## src/rtl/uart_cmd_ctrl.sv

```systemverilog
// Parses SYNC/CMD/DATA/CHK byte frames from a UART receiver and writes the
// time and display registers; frames stalled longer than TIMEOUT_CLKS are dropped.
module uart_cmd_ctrl #(
  parameter int TIMEOUT_CLKS = 8680
) (
  input  logic       clk,
  input  logic       rst_n,
  input  logic       i_rx_dv,
  input  logic [7:0] i_rx_byte,
  output logic [4:0] o_hours,
  output logic [5:0] o_minutes,
  output logic [5:0] o_seconds,
  output logic [7:0] o_disp_byte,
  output logic       o_set_stb,
  output logic       o_cmd_ok,
  output logic       o_cmd_err,
  output logic       o_busy
);

  localparam int CW = $clog2(TIMEOUT_CLKS) + 1;
  localparam logic [CW-1:0] GAP_LAST = CW'(TIMEOUT_CLKS - 1);
  localparam logic [7:0] SYNC = 8'h55;

  typedef enum logic [1:0] {IDLE, GET_CMD, GET_DATA, GET_CHK} state_t;

  state_t        state;
  logic [7:0]    cmd_q;
  logic [7:0]    data_q;
  logic [CW-1:0] gap_cnt;
  logic          frame_ok;
  logic          timeout;

  function automatic logic data_in_range(input logic [7:0] cmd, input logic [7:0] data);
    case (cmd)
      8'h01:   return data < 8'd24;
      8'h02,
      8'h03:   return data < 8'd60;
      8'h04:   return 1'b1;
      default: return 1'b0;
    endcase
  endfunction

  // Current byte is the CHK byte when evaluated in GET_CHK.
  assign frame_ok = (i_rx_byte == (cmd_q ^ data_q)) && data_in_range(cmd_q, data_q);
  assign timeout  = !i_rx_dv && (state != IDLE) && (gap_cnt == GAP_LAST);
  assign o_busy   = (state != IDLE);

  always_ff @(posedge clk or negedge rst_n) begin
    if (!rst_n) begin
      state       <= IDLE;
      cmd_q       <= '0;
      data_q      <= '0;
      gap_cnt     <= '0;
      o_hours     <= '0;
      o_minutes   <= '0;
      o_seconds   <= '0;
      o_disp_byte <= '0;
      o_set_stb   <= 1'b0;
      o_cmd_ok    <= 1'b0;
      o_cmd_err   <= 1'b0;
    end else begin
      o_set_stb <= 1'b0;
      o_cmd_ok  <= 1'b0;
      o_cmd_err <= 1'b0;

      if (i_rx_dv || state == IDLE)
        gap_cnt <= '0;
      else if (gap_cnt != '1)
        gap_cnt <= gap_cnt + CW'(1);

      // A byte arriving on the timeout cycle takes priority over the timeout.
      if (i_rx_dv) begin
        unique case (state)
          IDLE: begin
            if (i_rx_byte == SYNC)
              state <= GET_CMD;
          end
          GET_CMD: begin
            cmd_q <= i_rx_byte;
            state <= GET_DATA;
          end
          GET_DATA: begin
            data_q <= i_rx_byte;
            state  <= GET_CHK;
          end
          GET_CHK: begin
            state <= IDLE;
            if (frame_ok) begin
              o_set_stb <= 1'b1;
              o_cmd_ok  <= 1'b1;
              case (cmd_q)
                8'h01:   o_hours     <= data_q[4:0];
                8'h02:   o_minutes   <= data_q[5:0];
                8'h03:   o_seconds   <= data_q[5:0];
                default: o_disp_byte <= data_q;
              endcase
            end else begin
              o_cmd_err <= 1'b1;
            end
          end
        endcase
      end else if (timeout) begin
        state     <= IDLE;
        o_cmd_err <= 1'b1;
      end
    end
  end

endmodule
```

## config.mk

```make
export PLATFORM = sky130hd
export DESIGN_NAME = uart_cmd_ctrl
export DESIGN_NICKNAME = d
export VERILOG_FILES = /design/src/rtl/uart_cmd_ctrl.sv
export SDC_FILE = /design/constraint.sdc
export NUM_CORES = 1
export LEC_CHECK = 0
export BUFFER_PORTS_ARGS = -buffer_cell sky130_fd_sc_hd__buf_4
export CORE_MARGIN = 5
export CORE_UTILIZATION = 57
export CTS_CLUSTER_SIZE = 25
export DETAILED_ROUTE_END_ITERATION = 16
export PLACE_DENSITY_LB_ADDON = 0.2
export REMOVE_ABC_BUFFERS = 1
export SLEW_MARGIN = 0
export SYNTH_ARGS = -nofsm -noshare
export SYNTH_HDL_FRONTEND = slang
export SYNTH_SLANG_ARGS = --single-unit
```

## constraint.sdc

```tcl
create_clock -name clk -period 2.9 [get_ports clk]
set_input_delay 0.29 -clock clk [delete_from_list [all_inputs] [get_ports clk]]
set_output_delay 0.29 -clock clk [all_outputs]
set_load 0.005 [all_outputs]
```

Word-level counts from Yosys, hierarchy flattened
Index checks and enable logic that the tools add are counted.
{ "classes": {"n_addsub": 1, "n_reduce_logical": 18, "order_cmp": 2, "n_bitwise": 2, "n_mux": 14, "eq_ne": 12} }
{ "ops": {"columns": ["operator", "n"], "rows": [
  ["$mux W15", 2],
  ["$eq A8 B2 Y1 const B", 2],
  ["$reduce_and A4 Y1", 4],
  ["$add A15 B1 Y15 const B", 1],
  ["$eq A15 B14 Y1 const B", 1],
  ["$ne A15 B15 Y1 const B", 1],
  ["$eq A8 B1 Y1 const B", 1],
  ["$eq A8 B3 Y1 const B", 1],
  ["$eq A8 B7 Y1 const B", 1],
  ["$eq A8 B8 Y1", 1],
  ["$lt A8 B5 Y1 const B", 1],
  ["$lt A8 B6 Y1 const B", 1],
  ["$pmux W2 S4", 1],
  ["$xor A8 B8 Y8", 1],
  ["$mux W1", 7],
  ["$mux W2", 3],
  ["$reduce_and A2 Y1", 3],
  ["$reduce_bool A2 Y1", 3],
  ["$eq A2 B2 Y1 const B", 2],
  ["$logic_and A1 B1 Y1", 3],
  ["$ne A3 B2 Y1 const B", 1],
  ["$pmux W1 S3", 1],
  ["$reduce_or A3 Y1", 1],
  ["$eq A2 B1 Y1 const B", 1],
  ["other kinds (5)", 5]
]} }
{ "totals": {"inputBits": 11, "ff_bits": 60, "word_cells": 59, "output_inout_bits": 29} }

Depth between registers and ports, before layout
Gate-level depths: netlist of the first run.
{ "logic_depth": {"ltp_word": 7, "depth_mapped": 8, "depth_no_buf": 7} }

Worst setup path before layout of the first run
Ideal clock, no wire load.
{ "synth_path": {"path_kind": "register to register", "startpoint": "reg data_q[2]", "endpoint": "reg o_disp_byte[0]", "t_required_ns": 2.775, "setup_ns": 0.125, "path_stages_with_launch": 8, "setup_slack_ns": 0.522, "n_path_buf": 2, "synth_period_minus_slack_ns": 2.378, "arrival_ns": 2.253, "cell_sequence": "dfrtp_1 -> xnor3_1 -> nand2_1 -> or4_4 -> buf_6 -> or3_1 -> buf_6 -> mux2_4"} }
{ "synth_between": {"elab_chain_len": 4, "word_cells_on_any_way": 7, "cone_classes": "order compare (2); eq/ne (1); mux (1); bitwise (1); reduce/logical (2)"} }
{ "synth_lines": {"columns": ["element", "line", "rtl"], "rows": [
  ["start: declaration", "28", "logic [7:0] data_q;"],
  ["start signal: assignment", "83", "data_q <= i_rx_byte;"],
  ["$lt A8 B6 Y1 (tied with other cells)", "37", "8'h03: return data < 8'd60;"],
  ["$pmux W1 S3 / $eq A8 B8 Y1 (equally long branches)", "34, 44", null],
  ["$logic_and A1 B1 Y1 *", "44", "assign frame_ok = (i_rx_byte == (cmd_q ^ data_q)) && data_in_range(cmd_q, data_q);"],
  ["$reduce_and A4 Y1 (no line) *", null, null],
  ["end signal: assignment", "95", "default: o_disp_byte <= data_q;"],
  ["end: declaration", "13", "output logic [7:0] o_disp_byte,"]
]} }
Every way passes the cells marked *; elsewhere a longest branch is shown, timed or not.
A chain may end at the register's enable or synchronous reset.

Final worst setup path of the first run
{ "layout_path": {"startpoint": "reg data_q[0]", "endpoint": "reg o_disp_byte[0]"} }
{ "layout_between": {"elab_chain_len": 4, "word_cells_on_any_way": 7, "cone_classes": "order compare (2); eq/ne (1); mux (1); bitwise (1); reduce/logical (2)"} }
{ "layout_lines": {"columns": ["element", "line"], "rows": [
  ["$lt A8 B6 Y1 (tied with other cells)", "37"],
  ["$pmux W1 S3 / $eq A8 B8 Y1 (equally long branches)", "34, 44"],
  ["$logic_and A1 B1 Y1", "44"],
  ["$reduce_and A4 Y1 (no line)", null]
]} }
Parallel ways exist; a longest one is shown, timed or not.

==> flow_metrics.tcl, run 1 <==
set metrics [dict create \
    clkTransAtPathRegs_ps 60 \
    cts_hold_buf 0 \
    synth-seq-cells 60 \
    clock_skew_ps 11.6 \
    rows 26 \
    ys_async_sr_fraction_pct 100 \
    wl_um 5790 \
    ys.warnings.count 0 \
    final_cells 348 \
    r2r-end "o_disp_byte[0]" \
    rsz0062_at_grt "false" \
    crit_arrival_ps 2750 \
    reg2reg_depth 5 \
    pre_cts_ws_ps 361 \
    num_antenna_cells 0 \
    firstDrtPassIters 4 \
    portBuffers 39 \
    finalSetupViolCount 0 \
    clockBufferDepth 2 \
    grt_max_degree 61 \
    start_util_pct 57.8 \
    m1WireLength_um 2780 \
    dp.cells 334 \
    finalCriticalPeriod_ps 2540 \
    cts.repair.resized 0 \
    grt_pass1_vias 1931 \
    status "finished, final reports clean" \
    worst_setup_path_end_kind "flip-flop" \
    htreeDepth 3 \
    met3_length_um 245 \
    start_kind "flip-flop" \
    grt-ovfl-total 0 \
    grtUsageTotal_pct 20.0 \
    r2r-start "data_q[0]" \
    die-width_um 81.5 \
    synth_cells 235 \
    slew_headroom_pct 50.5 \
    drive_above_1_share_pct 36.7 \
    worst_ir_drop_vdd_v 0.000501 \
    setup_slack_ps 357 \
    synth_enable_flop_cells 0 \
    synth_area_per_cell_um2 12.4 \
    vias_per_cell 5.53 \
    max_slew.worst_pin.slew_ps 742 \
    crit_chain "xnor3_1 > nand2_1 > or4_4 > or3_1 > mux2_4" \
    dpl_cell_area_um2 3240 \
    cpPeakStageDelay_ps 590 \
    ios 40 \
    fin_area_um2 3420 \
    vias 1923 \
    leakagePower_uw 0.00165 \
    synth.yosys.seq_area_share_pct 51.5 \
    postCtsSetupBuffers 0 \
    dr_wl_met2_um 2640 \
    hold_class "primary input to asynchronous set/reset pin" \
    post_drt_wl_per_cell_um 16.6 \
    drt_iter0_drc 129 \
    hold_viol 0 \
    max_cap_viol_count 0 \
    synth_area_um2 2910 \
    ys.flop_type "dfrtp_1" \
    globalplace.congestion 0.844 \
    die_h_um 81.5 \
    critPathRequiredTime_ps 3110 \
    p_per_area_nw_per_um2 717 \
    crit_start "data_q[0]" \
    clockRootBuffer "clkbuf_8" \
    antenna_found_initial 0 \
    ys_types 35 \
    max_freq_ghz 0.393 \
    die-area_um2 6640 \
    drv_slew 0 \
    r2r_slack_ps 360 \
    route.detailed.drc 0 \
    cts_made_buffers 9 \
    ant_nets 0 \
    critPathMaxFanout 8 \
    top_layer "met4" \
    setup_tns_ps 0 \
    cp_slowest_cell "or4_4" \
    coreArea_um2 5040 \
    grt_first_pass_wirelength_um 9560 \
    hpwl_um 4050 \
    numClockSinks 60 \
    insertion_delay_ps 330 \
    criticalPathCategory "flip-flop to flip-flop" \
    finalCritPeriodShare_pct 87.7 \
    cts_tree "done" \
    fin_nets 291 \
    area_growth_pct 17.4 \
]
-- synth_stat cells, types with 3 or more instances --
master     n  share of area [%]
dfrtp_1   60                 52
mux2_2    34                 13
nand2_1   18                2.3
nor2_1    16                2.1
xnor2_1   13                3.9
nand3_1   11                1.9
clkbuf_1   9                1.2
mux2_4     8                4.1
a21oi_1    6                1.0
nor3_1     6                1.0
ha_1       5                2.1
xnor3_1    5                3.9
and3_1     4               0.86
nand4_1    4               0.86
o21ai_0    4               0.69
a31oi_1    3               0.64
and4_1     3               0.90
inv_1      3               0.39
-- worst max-delay path by stage --
stage / endpoint / cells past startpoint
detailed placement: o_disp_byte[1] / 5
floorplan: o_disp_byte[0] / 5
global route: o_disp_byte[0] / 5
finish: o_disp_byte[0] / 5
CTS: o_disp_byte[1] / 5
global placement: o_disp_byte[1] / 5
-- worst max-delay path, delay by kind of cell, from the launching register on --
kind | cells | cell delay [ps]
flops | 1 | 440
simple gates | 3 | 1230
xor+xnor | 1 | 380
mux | 1 | 370
-- layout by cell type (no fill, tap or decap), drive strengths merged, types with 2 or more instances in the layout --
| master | instances |
|---|---|
| and3 | 4 |
| a31oi | 3 |
| clkinv | 2 |
| ha | 5 |
| buf | 41 |
| nand2 | 18 |
| a211oi | 2 |
| inv | 3 |
| clkbuf | 12 |
| nand4 | 4 |
| nor4 | 3 |
| xnor3 | 5 |
| and4 | 3 |
| xnor2 | 13 |
| dfrtp | 60 |
| a21oi | 6 |
| or4bb | 2 |
| o21ai | 4 |
| nor4b | 2 |
| nand3 | 11 |
| nor2 | 16 |
| mux2 | 42 |
| nor3 | 8 |
-- where the power goes --
| group | switching, uW | internal, uW | leakage (uW) | total, uW |
|---|---|---|---|---|
| sequential | 207 | 975 | 0.000801 | 1180 |
| combinational | 226 | 375 | 0.000753 | 602 |
| clock | 300 | 367 | 0.0000941 | 668 |
| total | 734 | 1720 | 0.00165 | 2450 |
-- per-layer routing --
layer  up-vias  global-route usage, %
li1        919                      -
met3         9                   4.50
met4         0                   11.5
met2        55                   28.7
met1       940                   27.8
met5         -                      0
-- stage by stage --
| stage | power (uW) | hold slack (ps) | utilization, % |
|---|---|---|---|
| after detailed placement | 1800 | 400 | 64.3 |
| final | 2450 | 7.75 | 67.8 |
| after global placement | 1770 | 400 | 64.3 |
| after CTS | 2470 | 36.7 | 67.8 |
| after floorplan | 1610 | -5.59 | - |
| after global routing | 2600 | 70.6 | 67.8 |
-- sequential cells by signal, indices dropped and copies added (netlist names) --
name and count:
o_minutes 6, cmd_q 8, o_seconds 6, gap_cnt 15
data_q 8, state 2, o_cmd_err 1, o_cmd_ok 1
o_hours 5, o_disp_byte 8
-- cell type report --
type	instances	area, um2
clock buffer	12	165
tap	70	87.6
timing repair buffer	41	308
clock inverter	2	10.0
inverter	3	11.3
multi-input combinational	160	1340
fill	397	1620
sequential	60	1500
-- logic make-up after synthesis --
logic type               synth area share [%]
adder cells (fa/ha/maj)                  2.15
AO/OA/AOI/OAI                            3.82
XOR/XNOR                                 8.08
multiplexers                             17.6
flip-flops                               51.5
buffers and inverters                    2.58
AND/OR/NAND/NOR                          14.2
Note: power is estimated with default switching activity, not from simulation.
==> run 2, diff against run 1 <==
CORE_UTILIZATION = 51   (was 57)
CTS_CLUSTER_DIAMETER = 100   (was not set)
clock period = 2.1 ns   (was 2.9 ns; I/O delays follow)
==> flow_metrics.tcl, run 2 (synthesis gave the netlist of run 1 again) <==
set metrics [dict create \
    status "finished, violations left" \
    violations "negative setup slack" \
    critPathMaxFanout 6 \
    ant_nets 0 \
    finalCriticalPeriod_ps 2310 \
    rsz0062_at_grt "true" \
    die-width_um 85.6 \
    utilization_pct 67.6 \
    grt_max_degree 61 \
    dp.cells 358 \
    hold_viol 0 \
    globalplace.congestion 0.782 \
    crit_arrival_ps 2540 \
    registers.top_by_ff_count "gap_cnt" \
    criticalPathCategory "flip-flop to flip-flop" \
    clock_skew_ps 8.43 \
    max_slew.worst_pin.slew_ps 735 \
    swShare_pct 28.3 \
    hold_class "primary input to flip-flop" \
    worst_ir_drop_vdd_v 0.000680 \
    ios 40 \
    insertion_delay_ps 330 \
    final_cell_mix "buf_4 (63), dfrtp_1 (60), mux2_2 (25), nand2_1 (18), mux2_4 (17)" \
    firstDrtPassIters 4 \
    start_util_pct 52.6 \
    slew_headroom_pct 51.0 \
    finalPower_uw 3970 \
    fin_nets 316 \
    grtUsageTotal_pct 18.0 \
    grt_pass1_vias 1998 \
    crit_end "o_minutes[2]" \
    htreeDepth 3 \
    post_drt_wl_per_cell_um 16.0 \
    internal_power_uw 2850 \
    leakagePower_uw 0.00182 \
    worst_setup_path_end_kind "flip-flop" \
    vias 1983 \
    critPathRequiredTime_ps 2320 \
    portBuffers 39 \
    largest_reg_flops 15 \
    clockBufferDepth 2 \
    die_h_um 85.6 \
    dpl_cell_area_um2 3420 \
    max_cap_viol_count 0 \
    wl_um 6020 \
    route.detailed.drc 0 \
    crit_start "data_q[6]" \
    grt_first_pass_wirelength_um 10100 \
    max_freq_ghz 0.432 \
    coreArea_um2 5540 \
    vias_per_cell 5.26 \
    rows 27 \
    start_kind "flip-flop" \
    reg2reg_depth 7 \
    hpwl_um 4220 \
    drive_above_1_share_pct 42.3 \
    fin_area_um2 3750 \
    r2r-end "o_minutes[2]" \
    cts_made_buffers 9 \
    r2r-start "data_q[6]" \
    clkTransAtPathRegs_ps 70 \
    grt-ovfl-total 0 \
    setup_tns_ps -3720 \
    numClockSinks 60 \
    num_antenna_cells 0 \
    p_per_area_nw_per_um2 1060 \
    drv_slew 0 \
    p_seq_share_pct 37.8 \
    layout_commonest_cell "buf_4" \
    die-area_um2 7320 \
    clockRootBuffer "clkbuf_8" \
    setup_slack_ps -214 \
    r2r_slack_ps -210 \
    cts_tree "done" \
    final_cells 377 \
    p_clk_share_pct 32.4 \
    antenna_found_initial 0 \
    area_growth_pct 28.7 \
    comb_power_share_pct 29.8 \
    drt_iter0_drc 56 \
    finalCritPeriodShare_pct 110 \
    p_switching_uw 1120 \
    finalSetupViolCount 25 \
]
run 2: changes by cell type in the layout (fill, tap and decap cells not counted), moves of 3 or more:
| cell | change |
|---|---|
| buf_4 | +22 |
| bufinv_16 | +3 |
| mux2_2 | -9 |
| mux2_4 | +9 |
run 2: worst min-delay path by stage:
stage                  from  cells after the start         end
global route        i_rx_dv                      2    state[0]
CTS                 i_rx_dv                      2    state[1]
floorplan             rst_n                      0    cmd_q[0]
finish              i_rx_dv                      2    state[1]
global placement      rst_n                      1  gap_cnt[0]
detailed placement    rst_n                      1  gap_cnt[0]
run 2: cell type report:
type	instances	area [um2]
Fill cell	420	1790
Clock inverter	4	95.1
Clock buffer	12	155
Inverter	3	11.3
Timing Repair Buffer	66	514
Multi-Input combinational cell	160	1380
Tap cell	72	90.1
Sequential cell	60	1500
run 2: what timing repair did:
item,CTS,global route
endpoints found under the hold margin,60,0
resized for setup,13,1
setup buffers,2,1
setup endpoints to repair,25,25
pin swaps,6,3
hold buffers,1,0
run 2: critical path: stages (launching register included):
cell	delay, ps
dfrtp_1	390
xnor3_1	290
nand3_1	80
or4_4	570
buf_12	150
nor4_4	210
buf_6	170
mux2_2	330
run 2: power groups by stage:
stage	sequential [uW]	clock [uW]	combinational, uW
6_report	1500	1290	1180
2_1_floorplan	1550	0	674
3_5_place_dp	1510	0	1200
5_1_grt	1530	1370	1300
4_1_cts	1500	1310	1210
3_3_place_gp	1510	0	1170
run 2: per-stage QoR:
step | hold slack (ps) | setup slack (ps)
4_1_cts | 113 | -233
2_1_floorplan | -85.6 | -302
3_5_place_dp | 325 | -264
5_1_grt | 116 | -277
3_3_place_gp | 324 | -196
6_report | 128 | -214
run 2: routing by layer:
layer | part of all wire [%] | track usage (%) | vias up
met5 | 0 | 0 | -
met4 | 2.0 | 9.50 | 0
met3 | 5.1 | 3.75 | 10
met2 | 45 | 26.6 | 44
met1 | 48 | 25.0 | 958
li1 | - | - | 971
==> run 3, diff against run 2 <==
CELL_PAD_IN_SITES_DETAIL_PLACEMENT = 0   (was not set)
CELL_PAD_IN_SITES_GLOBAL_PLACEMENT = 2   (was not set)
CORE_UTILIZATION = 35   (was 51)
==> flow_metrics.tcl, run 3 (synthesis gave the netlist of run 1 again) <==
set metrics [dict create \
    status "finished, violations left" \
    violations "negative setup slack" \
    ios 40 \
    final_cell_mix "buf_4 (64), dfrtp_1 (60), mux2_4 (21), mux2_2 (21), nand2_1 (18)" \
    globalplace.congestion 0.744 \
    reg2reg_depth 7 \
    die-area_um2 10200 \
    finalCriticalPeriod_ps 2290 \
    slew_headroom_pct 47.4 \
    finalPower_uw 3810 \
    start_util_pct 35.6 \
    drt_iter0_drc 95 \
    dpl_cell_area_um2 3480 \
    r2r-start "data_q[6]" \
    numClockSinks 60 \
    hold_viol 0 \
    finalSetupViolCount 25 \
    critPathMostFrequentCell "buf_6" \
    whs_path_depth 2 \
    drive_above_1_share_pct 42.7 \
    start_kind "flip-flop" \
    rsz0062_at_grt "true" \
    cp_slowest_cell "or4_4" \
    worst_setup_path_end_kind "flip-flop" \
    grt_first_pass_wirelength_um 10900 \
    largest_reg_flops 15 \
    post_drt_wl_per_cell_um 16.2 \
    firstDrtPassIters 7 \
    drv_slew 0 \
    grt-ovfl-total 0 \
    leakagePower_uw 0.00182 \
    vias 2006 \
    fin_area_um2 3790 \
    cpPeakStageDelay_ps 570 \
    coreArea_um2 8180 \
    max_freq_ghz 0.436 \
    grt_max_degree 61 \
    whs_ps 124 \
    max_cap_viol_count 0 \
    vias_per_cell 4.87 \
    cts_tree "done" \
    r2r-end "o_minutes[1]" \
    p_per_area_nw_per_um2 1010 \
    clockBufferDepth 2 \
    num_antenna_cells 0 \
    max_slew.worst_pin.slew_ps 789 \
    hpwl_um 4650 \
    hold_class "primary input to flip-flop" \
    antenna_found_initial 0 \
    layout_commonest_cell "buf_4" \
    min-delay-start "i_rx_dv" \
    grt_pass1_vias 2106 \
    htreeDepth 3 \
    crit_arrival_ps 2520 \
    die_h_um 101 \
    clkTransAtPathRegs_ps 70 \
    rows 33 \
    portBuffers 39 \
    registers.top_by_ff_count "gap_cnt" \
    clock_skew_ps 9.75 \
    grtUsageTotal_pct 13.8 \
    wl_um 6690 \
    r2r_slack_ps -190 \
    setup_slack_ps -194 \
    clockRootBuffer "clkbuf_8" \
    area_growth_pct 30.0 \
    finalCritPeriodShare_pct 109 \
    critPathMaxFanout 6 \
    critPathRequiredTime_ps 2320 \
    criticalPathCategory "flip-flop to flip-flop" \
    holdPathEnd "state[0]" \
    pre_cts_ws_ps -225 \
    utilization_pct 46.3 \
    route.detailed.drc 0 \
    worst_ir_drop_vdd_v 0.000472 \
    crit_chain "xnor3_1 > nand3_1 > or4_4 > buf_6 > nor4_4 > buf_6 > mux2_2" \
    fin_nets 319 \
    die-width_um 101 \
    cts_made_buffers 9 \
    insertion_delay_ps 340 \
    ant_nets 0 \
]
==> run 3: through the flow <==
stage / std cells / TNS (ps)
2_1_floorplan: 223 / -4500
5_1_grt: 412 / -4720
3_5_place_dp: 394 / -4650
4_1_cts: 412 / -4190
3_3_place_gp: 394 / -4140
6_report: 412 / -3190
==> run 3: how the worst max path moves through the flow <==
stage / from / end / slack (ps) / depth (start not counted)
3_5_place_dp: data_q[0] / o_minutes[3] / -220 / 7
5_1_grt: data_q[7] / o_minutes[1] / -270 / 7
2_1_floorplan: data_q[2] / o_disp_byte[0] / -300 / 5
6_report: data_q[6] / o_minutes[1] / -190 / 7
3_3_place_gp: data_q[2] / o_minutes[3] / -200 / 7
4_1_cts: data_q[6] / o_minutes[1] / -190 / 7
==> run 3: timing repair <==
action / in CTS / in global routing
hold buffers: 1 / 0
endpoints found under the hold margin: 60 / 0
pin swaps: 6 / 6
buffers inserted: 2 / 1
endpoints found under the setup margin: 25 / 25
resized for setup: 7 / 14
==> run 3: routing by layer <==
layer / track usage (%) / part of all wire [%] / routed length [um] / up-vias
met5: 0 / 0 / 0 / -
met4: 5.83 / 1.6 / 108 / 0
met3: 2.96 / 3.3 / 223 / 10
met2: 21.1 / 47 / 3150 / 33
met1: 18.9 / 48 / 3210 / 995
li1: - / - / - / 968
==> run 3: worst max-delay path, delay by kind of cell, from the launching register on <==
family	cells	cell delay [ps]
xor gates and xnor gates	1	290
DFF	1	400
muxes	1	330
buffers and inverters	2	310
and+or+nand+nor	3	860
==> run 3: final cells by class <==
class                      count  area, um2
fill                         816       4390
sequential                    60       1500
multi-input combinational    160       1400
timing repair buffer          69        536
tap                          105        131
clock buffer                  10        128
clock inverter                 5       77.6
inverter                       3       11.3
==> run 3: power by group <==
group          internal (uW)  switching (uW)
clock                    658             460
combinational            655             544
sequential              1350             148
total                   2660            1150
